## src/rtl/spi_reg_controller.sv

```systemverilog
// rtl/spi_reg_controller.sv - SPI secondary word stream to register-bank access sequencer
// Byte 0 of a CS frame is a command (R/W + start address); later bytes stream data with auto-increment.
module spi_reg_controller #(
    parameter int                  WordBits  = 8,
    parameter int                  AddrBits  = 7,
    parameter int                  NumRegs   = 128,
    parameter logic [WordBits-2:0] StatusTag = 7'h52
) (
    input  logic                clk,
    input  logic                rst_n,
    input  logic                cs,
    input  logic                word_ready,
    input  logic [WordBits-1:0] data_word_received,
    output logic [WordBits-1:0] data_word_to_send,
    output logic [AddrBits-1:0] reg_addr,
    output logic                reg_wr_en,
    output logic [WordBits-1:0] reg_wr_data,
    output logic                reg_rd_en,
    input  logic [WordBits-1:0] reg_rd_data,
    output logic                txn_done,
    output logic                err
);

    typedef enum logic [2:0] {
        IDLE,
        CMD,
        WRITE,
        READ,
        DISCARD
    } state_t;

    localparam logic [AddrBits:0]   ADDR_LIMIT = (AddrBits+1)'(NumRegs);
    localparam logic [AddrBits-1:0] ADDR_LAST  = AddrBits'(NumRegs - 1);

    state_t              state;
    logic                cs_q;
    logic                rd_q;
    logic                data_seen;
    logic                err_at_start;
    logic                bad_in_frame;

    logic                cs_rise;
    logic                cs_fall;
    logic                word_ok;
    logic                cmd_write;
    logic [AddrBits-1:0] cmd_addr;
    logic                cmd_bad;
    logic [AddrBits-1:0] next_addr;
    logic [WordBits-1:0] status_word;

    assign cs_rise     = cs & ~cs_q;
    assign cs_fall     = ~cs & cs_q;
    // A word completing in the same cycle as the cs fall belongs to no frame.
    assign word_ok     = word_ready & ~cs & ~cs_q;
    assign cmd_write   = data_word_received[WordBits-1];
    assign cmd_addr    = data_word_received[AddrBits-1:0];
    assign cmd_bad     = {1'b0, cmd_addr} >= ADDR_LIMIT;
    assign next_addr   = (reg_addr == ADDR_LAST) ? '0 : reg_addr + AddrBits'(1);
    assign status_word = {StatusTag, err};

    always_ff @(posedge clk) begin
        cs_q <= cs;
        if (!rst_n) begin
            state             <= IDLE;
            data_word_to_send <= {StatusTag, 1'b0};
            reg_addr          <= '0;
            reg_wr_en         <= 1'b0;
            reg_wr_data       <= '0;
            reg_rd_en         <= 1'b0;
            txn_done          <= 1'b0;
            err               <= 1'b0;
            rd_q              <= 1'b0;
            data_seen         <= 1'b0;
            err_at_start      <= 1'b0;
            bad_in_frame      <= 1'b0;
        end else begin
            reg_wr_en <= 1'b0;
            reg_rd_en <= 1'b0;
            txn_done  <= 1'b0;
            rd_q      <= reg_rd_en;
            if (reg_wr_en) begin
                reg_addr <= next_addr;
            end
            if (cs_rise) begin
                state             <= IDLE;
                data_word_to_send <= status_word;
                txn_done          <= data_seen;
                // The error was reported in this frame's status; keep it if the frame re-raised it.
                if (err_at_start && !bad_in_frame) begin
                    err <= 1'b0;
                end
            end else begin
                case (state)
                    IDLE: begin
                        data_word_to_send <= status_word;
                        if (cs_fall) begin
                            state        <= CMD;
                            data_seen    <= 1'b0;
                            bad_in_frame <= 1'b0;
                            err_at_start <= err;
                        end
                    end
                    CMD: begin
                        data_word_to_send <= status_word;
                        if (word_ok) begin
                            if (cmd_bad) begin
                                err          <= 1'b1;
                                bad_in_frame <= 1'b1;
                                state        <= DISCARD;
                            end else if (cmd_write) begin
                                reg_addr <= cmd_addr;
                                state    <= WRITE;
                            end else begin
                                reg_addr  <= cmd_addr;
                                reg_rd_en <= 1'b1;
                                state     <= READ;
                            end
                        end
                    end
                    WRITE: begin
                        data_word_to_send <= status_word;
                        if (word_ok) begin
                            reg_wr_en   <= 1'b1;
                            reg_wr_data <= data_word_received;
                            data_seen   <= 1'b1;
                        end
                    end
                    READ: begin
                        if (rd_q) begin
                            data_word_to_send <= reg_rd_data;
                        end
                        // Prefetch the next register so it is ready before the following latch.
                        if (word_ok) begin
                            reg_addr  <= next_addr;
                            reg_rd_en <= 1'b1;
                            data_seen <= 1'b1;
                        end
                    end
                    DISCARD: begin
                        data_word_to_send <= status_word;
                        if (word_ok) begin
                            data_seen <= 1'b1;
                        end
                    end
                    default: begin
                        state <= IDLE;
                    end
                endcase
            end
        end
    end

endmodule

```

## config.mk

```make
export PLATFORM = sky130hd
export DESIGN_NAME = spi_reg_controller
export DESIGN_NICKNAME = d
export VERILOG_FILES = /design/src/rtl/spi_reg_controller.sv
export SDC_FILE = /design/constraint.sdc
export NUM_CORES = 1
export LEC_CHECK = 0
export ABC_AREA = 1
export CORE_MARGIN = 2
export CORE_UTILIZATION = 50
export CTS_CLUSTER_DIAMETER = 60
export CTS_CLUSTER_SIZE = 40
export DETAILED_ROUTE_END_ITERATION = 7
export HOLD_SLACK_MARGIN = 0.12
export PLACE_DENSITY_LB_ADDON = 0.25
export SYNTH_ARGS = -nofsm -noshare
export SYNTH_HDL_FRONTEND = slang
export SYNTH_SLANG_ARGS = --single-unit
```

## constraint.sdc

```tcl
create_clock -name clk -period 3.8 [get_ports clk]
set_clock_uncertainty 0.2 [all_clocks]
set_input_delay 0.76 -clock clk [delete_from_list [all_inputs] [get_ports clk]]
set_output_delay 0.76 -clock clk [all_outputs]
set_load 0.01 [all_outputs]
```

### After elaboration in Yosys (flattened, before gate mapping)

Index checks and enable logic that the tools add are counted.

* register bits after elaboration: 32
* latch bits: 0
* bits in writable memories: 0
* ROM bits: 0
* memories: 0

* $add $sub $neg: 1
* $mul: 0
* div/mod/pow operators: 0
* order comparisons: 0
* equal/unequal tests: 10
* shift-type cells: 0
* muxes and demuxes: 20
* bitwise operators: 10
* reduce and logical (&&, ||, !) cells: 14

Operators with widths (number)
* 7-bit 2-to-1 mux: 5
* 8-bit case mux with 2 select lines: 1
* 7-bit case mux with 2 select lines: 1
* 3-bit case mux with 3 select lines: 1
* 8-bit 2-to-1 mux: 1
* 7-bit by 1-bit adder with 7-bit output, second input constant: 1
* 7-bit == test, second input constant: 1
* 1-bit 2-to-1 mux: 7
* 3-bit by 2-bit == test with 1-bit output, second input constant: 2
* 3-bit 2-to-1 mux: 2
* 2-bit != test, second input constant: 3
* 1-bit inverter: 6
* 2-bit AND reduction: 3
* 3-bit AND reduction: 2
* 3-bit OR reduction: 2
* 1-bit AND: 4
* 1-bit case mux with 2 select lines: 2
* 4-bit AND reduction: 1
* 2-bit nonzero test: 2
* 4-bit OR reduction: 1
* 3-bit by 1-bit == test with 1-bit output, second input constant: 1
* 3-bit == test, second input constant: 1
* 3-bit logical NOT: 1
* 3-bit != test, second input constant: 1
* 3 further kinds: 3

### Longest topological paths before layout

* word-level depth: 6
* depth in mapped cells: 12
* mapped depth without buffers: 12

### Worst setup path after synthesis

No wires, ideal clock.

* path kind: input port to flip-flop
* start: input port cs
* end: register reg_addr[4]
* setup time: 0.122 ns
* arrival: 1.448 ns
* setup slack: 2.029 ns
* stages on the path: 7
* path buffers: 1
* path through: inv_2 > nand3_4 > buf_2 > o211ai_1 > o21ai_0 > nand2_1 > nand3_1

* longest elaborated chain between the ends: 6

Ends and longest elaborated chain
* start: declaration: RTL line 11 `input logic cs,`
* 1-bit inverter: RTL line 54 `assign word_ok = word_ready & ~cs & ~cs_q;`
* 1-bit AND (2 in a row): RTL line 54
* 7-bit 2-to-1 mux, on equally long branches: RTL line 133, 105
* 7-bit case mux with 2 select lines: RTL line 93 `case (state)`
* 7-bit 2-to-1 mux (*): RTL line 84 `if (cs_rise) begin`
* end signal: assignment: RTL line 82 `reg_addr <= next_addr;`
* end signal: assignment: RTL line 111 `reg_addr <= cmd_addr;`
* end signal: assignment: RTL line 134 `reg_addr <= next_addr;`
* end: declaration: RTL line 15 `output logic [AddrBits-1:0] reg_addr,`

Mark *: on every way between the ends. The rest lies on a longest branch, timed or not.
A chain may end at the register's enable or synchronous reset.

### Final worst setup path

* start: register reg_wr_en
* end: output port reg_wr_en

RTL lines
* start: declaration: RTL line 16 `output logic reg_wr_en,`
* start signal: assignment: RTL line 67 `reg_wr_en <= 1'b0;`
* start signal: assignment: RTL line 77 `reg_wr_en <= 1'b0;`
* start signal: assignment: RTL line 123 `reg_wr_en <= 1'b1;`

No word-level cell between the ends.

==> flow_summary.yaml <==
outcome:
  status: "complete, no violations"
global_route:
  grt_pass1_vias: 1428
  grt_max_degree: 20
  top_usage_layer: "met2"
  antenna_found_initial: 0
  grt_pass1_wl_mm: 6.17
  grtUsageMet1_pct: 30.5
  grt_usage_pct: 23.2
  grtUsageMet3_pct: 8.01
  grt_use_met2_pct: 34.2
  grt-ovfl-total: 0
routing:
  first_pass_iters: 4
  totalWireLength_mm: 3.76
  post_drt_wl_per_cell_um: 11.8
  antenna_left: 0
  vias_per_cell: 4.92
  first_iter_violations: 46
  drc: 0
  route.vias.total: 1570
power_and_ir_drop:
  p_per_area_mw_per_mm2: 293
  power.net_switching_w: 0.000158
  clock_power_share_pct: 36.8
  swShare_pct: 25.3
  p_leak_nw: 0.892
  p_comb_share_pct: 9.9
  power_frac_seq_pct: 53.3
  internal_power_w: 0.000465
  ir_drop_v: 0.000213
  power_w: 0.000623
worst_setup_path:
  crit_slowest_cell: "clkdlybuf4s50_1"
  crit_fanout: 9
  slowest_delay_ps: 630
  crit_type: "reg -> out"
  crit_path_cell_trace: "clkdlybuf4s50_1"
  start_kind: "flop"
  worst-path-buf-inv: 1
  cpLargestDelayFamily: "buffers and inverters"
  required_ps: 2840
  worstSetupEndpointType: "output pin"
  critical_path_arrival_ps: 1480
floorplan:
  pin_count: 47
  die_area_mm2: 0.00362
  rows: 20
  die_h_um: 60.2
  initial_core_util_pct: 52.1
  die_w_um: 60.2
  core_area_mm2: 0.00303
clocking:
  clkTransAtPathRegs_ps: 100
  root_buffer: "clkbuf_4"
  cts_setup_buffers: 0
  cts_tree: "built"
  cts_inserted_buffers: 5
  ctsLongestPathBuffers: 2
  clk_latency_ps: 340
  cts_resized: 0
  h-tree-depth: 2
  clkSinkCount: 31
  holdBufCountCts: 0
cells_and_area:
  drive_gt1_share_pct: 12.0
  nNetsFinal: 295
  area_growth_pct: 34.5
  utilization_pct: 70.2
  final_cells: 319
  antenna_cells: 0
logic_synthesis:
  yosysWarnings: 0
  yosys.area_share.adder_pct: 0.792
  synth-edff-count: 0
  synth-xor-area-share_pct: 0.555
  synthCells: 228
  synth_most_common_cell: "nand2_1"
  synth_top_flop_cell: "dfxtp_1"
  synth.top_cells.by_area: "dfxtp_1 (39%), nand2_1 (17%), o21ai_0 (6.0%), inv_1 (5.2%), nor2_1 (4.3%)"
  synth_top_family_by_area: "simple AND/OR/NAND/NOR gates"
  ys_async_sr_fraction_pct: 0
  syn_nets: 249
  synth-compound-area-share_pct: 15.8
  yosysUniqueCellTypes: 32
  synth-seq-cells: 31
  synth_top_area_share_pct: 39.3
  yosys-top-cells-count: "nand2_1 (70), dfxtp_1 (31), inv_1 (22)"
  syn_area_mm2: 0.00158
  synth_area_leader_cell: "dfxtp_1"
  ys_seq_area_share_pct: 39.3
  synthMuxAreaShare_pct: 0
  avgSynthCellArea_um2: 6.93
  synth_simple_gate_area_share_pct: 35.1
sta:
  final-setup-viol-count: 0
  fin_crit_ps: 2440
  fmax_mhz: 409
  hold_viol: 0
  setup_ws_ps: 1360
  setup_tns_ps: 0
  period_share_pct: 64.3
  grt_setup_unrepaired: "no"
  drv_slew: 0
placed_design:
  dp_slack_ps: 1200
  dpl.hpwl_mm: 2.77
  dp_cells: 311
  gp_congestion: 0.804
  port_buffers: 45
min_path:
  hold_class: "reg -> reg"
job:
  drv_cap: 0
## layer usage
layer  routed length (um)  vias up
li1                     -      822
met1                 1780      688
met2                 1670       49
met3                  211       11
met4                   91        0
met5                    0        -
## cell type report
type | instances | area [um2]
Multi-Input combinational cell | 165 | 828
Timing Repair Buffer | 45 | 450
Fill cell | 277 | 903
Sequential cell | 31 | 621
Inverter | 26 | 97.6
Clock buffer | 7 | 65.1
Tap cell | 44 | 55.1
Clock inverter | 1 | 7.51
## power groups by stage
stage          Combinational (W)  Sequential, W  Clock, W
6_report               0.0000614       0.000332  0.000230
5_1_grt                0.0000678       0.000333  0.000252
4_1_cts                0.0000613       0.000332  0.000234
3_5_place_dp           0.0000608       0.000339         0
3_3_place_gp           0.0000600       0.000339         0
2_1_floorplan          0.0000302       0.000339         0
## flip-flops by register name, indices dropped and copies added (netlist names)
signal / cells
state: 2
data_word_to_send: 8
data_seen: 1
rd_q: 1
reg_rd_en: 1
txn_done: 1
reg_wr_en: 1
reg_wr_data: 8
cs_q: 1
reg_addr: 7
## cell families after synthesis
group           Yosys count
simple gates            119
compound gates           43
buf+inv                  32
flops                    31
xor+xnor                  1
fa+ha+maj                 1
other cells               1
## through the flow
step / hold slack [ps] / instance area (um2)
final: 249 / 2120
after global routing: 270 / 2120
after CTS: 260 / 2120
after detailed placement: 237 / 2050
after global placement: 236 / 2050
after floorplan: 215 / 1580
## cells in the final DEF (no fill, tap or decap), drive strengths merged
| master | instances |
|---|---|
| conb | 1 |
| clkinvlp | 1 |
| o211ai | 3 |
| a211oi | 2 |
| nor3 | 2 |
| or2 | 1 |
| nand3 | 16 |
| nor2 | 23 |
| o21ai | 26 |
| dfxtp | 31 |
| nand2 | 76 |
| o22ai | 1 |
| a21oi | 9 |
| xnor2 | 1 |
| nand4 | 1 |
| inv | 26 |
| o21bai | 1 |
| clkdlybuf4s50 | 45 |
| ha | 1 |
| clkbuf | 7 |
| o21a | 1 |
## path summary, 6_finish.rpt
check	start	to	slack, ps	cells past startpoint
worst min register to register	data_seen	txn_done	250	2
worst min-delay path	data_seen	txn_done	250	2
worst max-delay path	reg_wr_en	reg_wr_en	1360	1
worst max register to register	reg_addr[1]	reg_addr[5]	2020	12
Note: power is estimated with default switching activity, not from simulation.
